## src/rtl/dmem_arbiter.sv

```systemverilog
// Two-port round-robin arbiter/sequencer in front of the big-endian word data memory.
// Latency: read ack at grant+READ_LAT+1, write ack at grant+WRITE_LAT+2, misaligned ack at grant+1; busy stalls requesters.
module dmem_arbiter #(
    parameter int ADDR_W    = 32,
    parameter int DATA_W    = 32,
    parameter int READ_LAT  = 2,
    parameter int WRITE_LAT = 1
) (
    input  logic              clk,
    input  logic              reset,
    input  logic              p0_req,
    input  logic              p0_we,
    input  logic [ADDR_W-1:0] p0_addr,
    input  logic [DATA_W-1:0] p0_wdata,
    output logic              p0_ack,
    output logic [DATA_W-1:0] p0_rdata,
    output logic              p0_err,
    input  logic              p1_req,
    input  logic              p1_we,
    input  logic [ADDR_W-1:0] p1_addr,
    input  logic [DATA_W-1:0] p1_wdata,
    output logic              p1_ack,
    output logic [DATA_W-1:0] p1_rdata,
    output logic              p1_err,
    output logic [ADDR_W-1:0] address,
    output logic [DATA_W-1:0] write_data,
    output logic              MemRead,
    output logic              MemWrite,
    input  logic [DATA_W-1:0] read_data,
    output logic              busy
);

    localparam int CNT_W = 8;

    typedef enum logic [1:0] {IDLE, ACC, RESP} state_t;

    state_t              state, state_nxt;
    logic                last_grant;
    logic                grant, grant_port;
    logic                sel_we;
    logic [ADDR_W-1:0]   sel_addr;
    logic [DATA_W-1:0]   sel_wdata;
    logic                we_q, port_q, err_q;
    logic [ADDR_W-1:0]   addr_q;
    logic [DATA_W-1:0]   wdata_q;
    logic [CNT_W-1:0]    cnt_q;
    logic [DATA_W-1:0]   p0_rdata_q, p1_rdata_q;

    always_comb begin
        state_nxt  = state;
        grant      = 1'b0;
        grant_port = 1'b0;
        case (state)
            IDLE: begin
                if (p0_req && p1_req) begin
                    grant      = 1'b1;
                    grant_port = ~last_grant;
                end else if (p0_req) begin
                    grant      = 1'b1;
                    grant_port = 1'b0;
                end else if (p1_req) begin
                    grant      = 1'b1;
                    grant_port = 1'b1;
                end
                if (grant) begin
                    state_nxt = (sel_addr[1:0] != 2'b00) ? RESP : ACC;
                end
            end
            ACC:     if (cnt_q == '0) state_nxt = RESP;
            RESP:    state_nxt = IDLE;
            default: state_nxt = IDLE;
        endcase
    end

    assign sel_we    = grant_port ? p1_we    : p0_we;
    assign sel_addr  = grant_port ? p1_addr  : p0_addr;
    assign sel_wdata = grant_port ? p1_wdata : p0_wdata;

    always_ff @(posedge clk) begin
        if (reset) begin
            state      <= IDLE;
            last_grant <= 1'b1;
            we_q       <= 1'b0;
            port_q     <= 1'b0;
            err_q      <= 1'b0;
            addr_q     <= '0;
            wdata_q    <= '0;
            cnt_q      <= '0;
            p0_rdata_q <= '0;
            p1_rdata_q <= '0;
        end else begin
            state <= state_nxt;
            if (grant) begin
                last_grant <= grant_port;
                port_q     <= grant_port;
                we_q       <= sel_we;
                addr_q     <= sel_addr;
                wdata_q    <= sel_wdata;
                err_q      <= (sel_addr[1:0] != 2'b00);
                cnt_q      <= sel_we ? CNT_W'(WRITE_LAT) : CNT_W'(READ_LAT - 1);
            end else if (state == ACC && cnt_q != '0) begin
                cnt_q <= cnt_q - 1'b1;
            end
            // Read data is sampled on the last MemRead cycle of the window.
            if (state == ACC && !we_q && cnt_q == '0) begin
                if (port_q) p1_rdata_q <= read_data;
                else        p0_rdata_q <= read_data;
            end
        end
    end

    assign address    = addr_q;
    assign write_data = wdata_q;
    assign MemRead    = (state == ACC) && !we_q;
    assign MemWrite   = (state == ACC) && we_q && (cnt_q == '0);
    assign busy       = (state != IDLE);
    assign p0_ack     = (state == RESP) && !port_q;
    assign p1_ack     = (state == RESP) && port_q;
    assign p0_err     = p0_ack && err_q;
    assign p1_err     = p1_ack && err_q;
    assign p0_rdata   = p0_rdata_q;
    assign p1_rdata   = p1_rdata_q;

endmodule

```

## config.mk

```make
export PLATFORM = sky130hd
export DESIGN_NAME = dmem_arbiter
export DESIGN_NICKNAME = d
export VERILOG_FILES = /design/src/rtl/dmem_arbiter.sv
export SDC_FILE = /design/constraint.sdc
export NUM_CORES = 1
export LEC_CHECK = 0
export CORE_MARGIN = 5
export CORE_UTILIZATION = 36
export DETAILED_ROUTE_END_ITERATION = 8
export PLACE_DENSITY = 0.76
export SYNTH_ARGS = -nofsm -noshare
export SYNTH_HDL_FRONTEND = slang
export SYNTH_SLANG_ARGS = --single-unit
```

## constraint.sdc

```tcl
create_clock -name clk -period 2.05 [get_ports clk]
set_input_delay 0.41 -clock clk [delete_from_list [all_inputs] [get_ports clk]]
set_output_delay 0.41 -clock clk [all_outputs]
set_load 0.02 [all_outputs]
```

Word-level counts from Yosys, hierarchy flattened. Cells that the tools add are included.

Bits of input ports: 166. Logic and storage cells: 57. Register bits after elaboration: 142.

Mux-type cells: 17. Reduce and logical (&&, ||, !) cells: 22. Equal/unequal tests: 4. Add/subtract/negate cells: 1. Bitwise operators: 2.

Operator list (count): $mux 32 (2); $mux 1 (11); $logic_and 1x1->1 (10); $logic_not 8->1 (1); $reduce_bool 8->1 (1); $sub 8x1->8 const B (1); $mux 2 (3); $reduce_and 2->1 (3); $reduce_bool 2->1 (3); $ne 2x2->1 const B (2); $pmux 2 s2 (1); $eq 2x1->1 const B (1); $eq 2x2->1 const B (1); $logic_not 1->1 (2); $logic_not 2->1 (1); $not 1->1 (2); $reduce_or 2->1 (1).

Depth between registers and ports, before layout. Gate-level depths: netlist of run 1.

Depth after elaboration: 9. Gate-level depth with buffers: 9. Gate-level depth less buffers: 6.

Worst setup path after synthesis of run 1. No wires, ideal clock.

Kind: reg2reg. Start: reg cnt_q[0]. End: reg p0_rdata_q[10], in the netlist p0_rdata[10]. Buffers on the path: 3. Cell stages (with the launch flop): 10. Arrival time: 1.956 ns. Slack: -0.050 ns. Clock period less this slack: 2.100 ns. Library setup time: 0.143 ns. Required time: 1.907 ns. Cells stage by stage: dfxtp_1 -> inv_1 -> ha_1 -> or3b_2 -> clkbuf_1 -> or4_4 -> buf_6 -> buf_12 -> nand2_2 -> a21oi_2.

Word-level cells in the longest chain between the ends: 3.

Ends and longest elaborated chain: from (decl) (line 46) `logic [CNT_W-1:0] cnt_q;`; from (signal assigned) (line 100) `cnt_q <= sel_we ? CNT_W'(WRITE_LAT) : CNT_W'(READ_LAT - 1);`; from (signal assigned) (line 102) `cnt_q <= cnt_q - 1'b1;`; $logic_not 8->1 (line 105) `if (state == ACC && !we_q && cnt_q == '0) begin`; $logic_and 1x1->1 (line 105); $reduce_and 2->1 (no source line); to (signal assigned) (line 107) `else p0_rdata_q <= read_data;`; to (decl) (line 47) `logic [DATA_W-1:0] p0_rdata_q, p1_rdata_q;`.

No other way between the ends. A chain may end at the register's enable or synchronous reset.

Worst setup path after layout of run 1.
Start: reg cnt_q[1]. End: out MemWrite.

Word-level cells in the longest chain between the ends: 2.

Ends and longest elaborated chain: $logic_not 8->1 (line 115) `assign MemWrite = (state == ACC) && we_q && (cnt_q == '0);`; $logic_and 1x1->1 (line 115); to (decl) (line 28) `output logic MemWrite,`.

No other way between the ends.

==> results by group, run 1 <==
Timing
  • Clock Skew: 8.685 ps
  • Post-layout min period: 2075 ps
  • Final hold violation count: 0
  • Pins Over Slew Limit: 0
  • RSZ-0062 raised after global routing: true
  • Max_slew headroom: 0.6057
  • Final period utilization: 1.012
  • Setup TNS: -24.86 ps
  • Final worst-path setup slack: -24.86 ps
  • Pin slew with the least headroom to its limit: 586.2 ps
  • # setup viols final: 1
  • F_max: 482.0 MHz

Setup path
  • Critical path, cell by cell: inv_2 > ha_4 > or3b_4 > nor3_4 > buf_6
  • Critical path endpoint category: output pin
  • Setup Crit Path Kind: flip-flop to output pin
  • Worst setup startpoint: cnt_q[1]
  • Critical path fanouts, max: 2
  • Crit path DAT: 1660 ps
  • Worst path max stage delay: 390 ps
  • Slowest CP cell: or3b_4
  • Startpoint Class: flip-flop
  • WP data required: 1640 ps
  • Crit Reg-Reg Startpoint: cnt_q[2]

Logic synthesis
  • Yosys top cell area share: 0.4797
  • Syn Inst Count: 732
  • Avg Cell Area, Syn: 8.095 sq um
  • Post-synthesis compound-gate area fraction: 0.1968
  • Post-Syn Nets: 900
  • Synth Area in Adders: 0.004223
  • Post-synthesis sequential element count: 142
  • Mux share of post-synthesis cell area: 0
  • Main combinational cell family by area after synthesis: simple AND/OR/NAND/NOR gates
  • Largest area contributor in the netlist: dfxtp_1
  • Cell Area, Synth: 0.005926 sq mm
  • Register area share after synthesis: 0.4797
  • XOR/XNOR Fraction of Synth Area: 0.004434
  • Warnings from Yosys: 0
  • Area contributors post-synth: dfxtp_1 (48%), nand2_1 (15%), a311oi_1 (9.6%), nor2_1 (4.6%), a21oi_2 (4.4%)
  • Synth Area in Simple Gates: 0.2614
  • Netlist cell types: 41

Routing
  • Via Count: 6196
  • Detailed Route WL: 19.76 mm
  • Post-DR vias/cell: 4.914
  • Detail Route Antenna Nets: 0
  • Wirelength per Cell: 15.67 um
  • Top Layer Used: met4
  • DRC: 0
  • WL met1: 7.758 mm
  • Met2 WL: 9.318 mm
  • Pre-Repair DR Iteration Count: 4
  • Initial DRC count: 328
  • Met3 routed WL: 1.980 mm

Outcome
  • Violated checks: negative setup slack
  • Status: finished with violations

Clock network
  • Hold-fix buffers, CTS: 0
  • CTS clock-pin slew for the worst setup and hold paths: 60 ps
  • Clk sink count: 142
  • # H-tree levels: 4
  • CTS Buf Count: 17
  • TritonCTS clock tree: built
  • Clk_lat worst skew: 420 ps
  • Clk buf depth: 2
  • Root Driver: clkbuf_16

Placement
  • GP Congestion: 0.7970
  • Placed cell area: 0.009343 sq mm
  • HPWL Detailed: 14.57 mm
  • PortBufs: 300
  • Place WS: -119.3 ps

Global route
  • Vias in the first global route: 6160
  • Largest net degree at the start of global routing: 66
  • First-pass GRT wire length: 31.72 mm
  • Total gr overflow: 0
  • GRT Util Overall: 0.2022
  • Initial antenna violation count: 0

Run
  • Max_cap viols: 0

Layout
  • Fin nets: 1196
  • Share of post-route cells with drive strength above 1: 0.1460
  • Final core occ: 0.6130
  • Antenna cells: 0
  • Area Overhead vs Synth: 69.13%
  • Post-Layout Inst Area: 0.01002 sq mm

Power
  • Leakage: 3.675 nW
  • Cell area power density: 842.7 mW/mm^2
  • Max VDD drop: 0.5503 mV

Floorplanning
  • DIE AREA: 0.01913 sq mm
  • Die X-Extent: 138.3 um
  • Die span in y: 138.3 um
  • Starting Density: 0.3625
  • Row cnt: 47
  • Core ar.: 0.01635 sq mm
  • IO Count: 301

Hold path
  • Hold crit path type: primary input to flip-flop
  • Hold Path Origin: reset
## cell usage in the layout (no fill, tap or decap), types with 3 or more instances in the layout
cell type	n
inv_1	3
inv_6	5
o21ai_0	5
nor3_1	5
a21oi_1	41
nand2_1	232
o211ai_1	3
a311oi_1	65
nand2_2	31
buf_12	13
a21oi_2	30
clkbuf_2	3
xor2_1	3
nor2_1	73
buf_4	25
dfxtp_1	140
bufinv_16	5
clkdlybuf4s50_1	292
clkbuf_16	17
## cells by family (layout without fill, tap and decap cells)
kind of cell,after synthesis,count (layout)
buffers and inverters,65,374
adder cells (fa/ha/maj),2,2
XOR/XNOR,3,3
flip-flops,142,142
AO/OA/AOI/OAI,155,155
AND/OR/NAND/NOR,365,365
## layout make-up
class / count / area, sq um
fill: 1448 / 6326
clock buffer: 17 / 425.4
clock inverter: 15 / 231.5
timing repair buffer: 337 / 3420
sequential: 142 / 2845
tap: 220 / 275.3
multi-input combinational: 525 / 2806
inverter: 5 / 18.77
## power breakdown
part	switching, mW	total, mW	internal (mW)
registers	0.117	3.10	2.98
logic	0.952	1.92	0.964
clock network	1.25	3.43	2.18
## per-stage QoR
step / hold slack, ps / std cells / power, mW
6_report: 373.7 / 1261 / 8.446
5_1_grt: 382.7 / 1261 / 8.837
4_1_cts: 347.7 / 1259 / 8.536
3_5_place_dp: 441.9 / 1227 / 5.075
3_3_place_gp: 439.9 / 1227 / 5.055
2_1_floorplan: 445.1 / 732 / 4.048
## worst paths after layout
check	end	slack (ps)	cells past startpoint
setup / recovery	MemWrite	-20	5
hold / removal	port_q	370	2
setup reg to reg	p0_rdata[16]	10	6
hold reg to reg	p0_rdata[3]	450	2
## flip-flops by register name, indices dropped and copies added, names as in the netlist
register,cells
last_grant,1
state,2
err_q,1
address,32
port_q,1
write_data,32
p1_rdata,32
we_q,1
p0_rdata,32
cnt_q,8
## repair_timing
| item | 4_1_cts | 5_1_grt |
|---|---|---|
| setup endpoints to repair | 7 | 38 |
| resized for setup | 18 | 12 |
| cloned | 0 | 0 |
| buffers inserted | 0 | 2 |
| pin swaps | 0 | 2 |
## worst max-delay path, delay by kind of cell (launching register included)
family | cells | cell delay (ps)
fa+ha+maj | 1 | 130
buf+inv | 2 | 220
flops | 1 | 320
simple gates | 2 | 590
## routing by layer
layer / GRT usage / vias up
met2: 0.3407 / 270
met3: 0.08425 / 50
met4: 0.08528 / 0
met5: 0 / -
met1: 0.2254 / 2792
li1: - / 3084
## cell usage after synthesis, drive strengths merged
cell type,instances
xor2,3
o21ai,6
or3,2
inv,5
a311oi,65
nor3b,2
o211ai,3
dfxtp,142
and3,1
a211oi,2
o31ai,2
a22oi,1
and2,2
clkbuf,41
a21oi,71
nor4,2
or2,1
nand3,1
nand2,263
and4,1
nor4b,1
o21a,2
nand2b,1
a211o,1
nor2b,3
buf,19
or3b,2
nand4,1
ha,2
nor3,6
nor2,73
a21boi,2
or4,3
No activity file was read; power rests on OpenSTA's default activity.
==> inputs of run 2 (changes only) <==
Settings changed: MAX_ROUTING_LAYER set to met4, SLEW_MARGIN set to 20.
==> results by group, run 2 (synthesis gave the netlist of run 1 again) <==
Outcome
  • Violated checks: negative setup slack
  • Status: finished with violations

Global route
  • First-pass GRT wire length: 31.55 mm
  • Total gr overflow: 0
  • Vias in the first global route: 6204
  • Initial antenna violation count: 0
  • GRT Util Overall: 0.2080
  • Largest net degree at the start of global routing: 66

Run
  • Max_cap viols: 0

Timing
  • Final period utilization: 1.012
  • Max_slew headroom: 0.6053
  • Pin slew with the least headroom to its limit: 586.7 ps
  • Clock Skew: 9.043 ps
  • RSZ-0062 raised after global routing: true
  • Min Hold Slack: 372.8 ps
  • # setup viols final: 1
  • Final hold violation count: 0
  • Post-layout min period: 2075 ps
  • Final worst-path setup slack: -24.95 ps
  • Pins Over Slew Limit: 0
  • F_max: 481.9 MHz

Power
  • Max VDD drop: 0.5516 mV
  • Cell area power density: 843.0 mW/mm^2
  • Leakage: 3.675 nW

Floorplanning
  • Die X-Extent: 138.3 um
  • Die span in y: 138.3 um
  • DIE AREA: 0.01913 sq mm
  • IO Count: 301
  • Row cnt: 47
  • Starting Density: 0.3625
  • Core ar.: 0.01635 sq mm

Setup path
  • Worst R2R Path Depth: 6
  • Setup Crit Path Kind: flip-flop to output pin
  • Startpoint Class: flip-flop
  • Crit path DAT: 1660 ps
  • Critical path fanouts, max: 2
  • Critical path endpoint category: output pin
  • WP data required: 1640 ps

Placement
  • Placed cell area: 0.009343 sq mm
  • HPWL Detailed: 14.57 mm
  • Placed insts: 1227
  • PortBufs: 300
  • GP Congestion: 0.8085

Clock network
  • CTS clock-pin slew for the worst setup and hold paths: 60 ps
  • Clk_lat worst skew: 420 ps
  • Clk buf depth: 2
  • Hold-fix buffers, CTS: 0
  • Clk sink count: 142
  • # H-tree levels: 4
  • TritonCTS clock tree: built
  • CTS Buf Count: 17
  • Root Driver: clkbuf_16

Routing
  • Detailed Route WL: 19.76 mm
  • Detail Route Antenna Nets: 0
  • Pre-Repair DR Iteration Count: 5
  • Post-DR vias/cell: 4.898
  • Via Count: 6177
  • Wirelength per Cell: 15.67 um
  • DRC: 0
  • Initial DRC count: 369

Layout
  • Fin nets: 1196
  • Post-Layout Inst Area: 0.01002 sq mm
  • Post-Layout Cell Count: 1261
  • Commonest non-fill, non-tap cell in the layout: clkdlybuf4s50_1
  • Antenna cells: 0
  • Area Overhead vs Synth: 69.13%
  • Most frequent cells in the layout: clkdlybuf4s50_1 (292), nand2_1 (232), dfxtp_1 (140), nor2_1 (73), a311oi_1 (65)
  • Share of post-route cells with drive strength above 1: 0.1460

Hold path
  • Hold crit path type: primary input to flip-flop
  • Hold depth: 2
==> run 2: cell counts in the layout (fill, tap and decap cells not counted) <==
Identical to the previous run, type by type.
==> run 2: stage by stage <==
stage | setup slack (ps) | utilization | total power, mW | TNS [ps]
2_1_floorplan | 40.01 | - | 4.048 | 0
3_3_place_gp | -77.25 | 0.5715 | 5.055 | -77.25
3_5_place_dp | -119.3 | 0.5715 | 5.075 | -283.6
4_1_cts | -59.67 | 0.6114 | 8.536 | -59.67
5_1_grt | -92.56 | 0.6130 | 8.833 | -1136
6_report | -24.95 | 0.6130 | 8.448 | -24.95
==> run 2: worst paths after layout <==
path	startpoint	endpoint	slack (ps)
max reg2reg	cnt_q[2]	p0_rdata[16]	10
min reg2reg	p0_rdata[25]	p0_rdata[25]	450
min	reset	port_q	370
max	cnt_q[1]	MemWrite	-20
==> run 2: layout make-up <==
| class | count | area [sq um] |
|---|---|---|
| Clock inverter | 15 | 231.5 |
| Multi-Input combinational cell | 525 | 2806 |
| Sequential cell | 142 | 2845 |
| Fill cell | 1448 | 6326 |
| Timing Repair Buffer | 337 | 3420 |
| Clock buffer | 17 | 425.4 |
| Inverter | 5 | 18.77 |
| Tap cell | 220 | 275.3 |
==> run 2: critical path: stages (launching register included) <==
cell,delay [ps]
dfxtp_2,320
inv_2,80
ha_4,130
or3b_4,390
nor3_4,200
buf_6,140
==> run 2: routing by layer <==
metal	GRT usage	wire, um	vias to the layer above
met5	-	0	-
met4	0.08684	576	0
met3	0.06768	1752	42
met2	0.3389	9474	268
met1	0.2359	7959	2783
li1	-	-	3084
==> run 2: what timing repair did <==
item	in CTS	in global routing
buffers inserted	0	2
pin swaps	0	2
endpoints found under the hold margin	0	0
resized for setup	18	12
setup endpoints to repair	7	38
==> run 2: power breakdown <==
group          leakage, nW  switching (mW)  internal [mW]
combinational         2.20           0.953          0.964
clock                0.315            1.25           2.18
sequential            1.16           0.116           2.98
total                 3.68            2.32           6.12
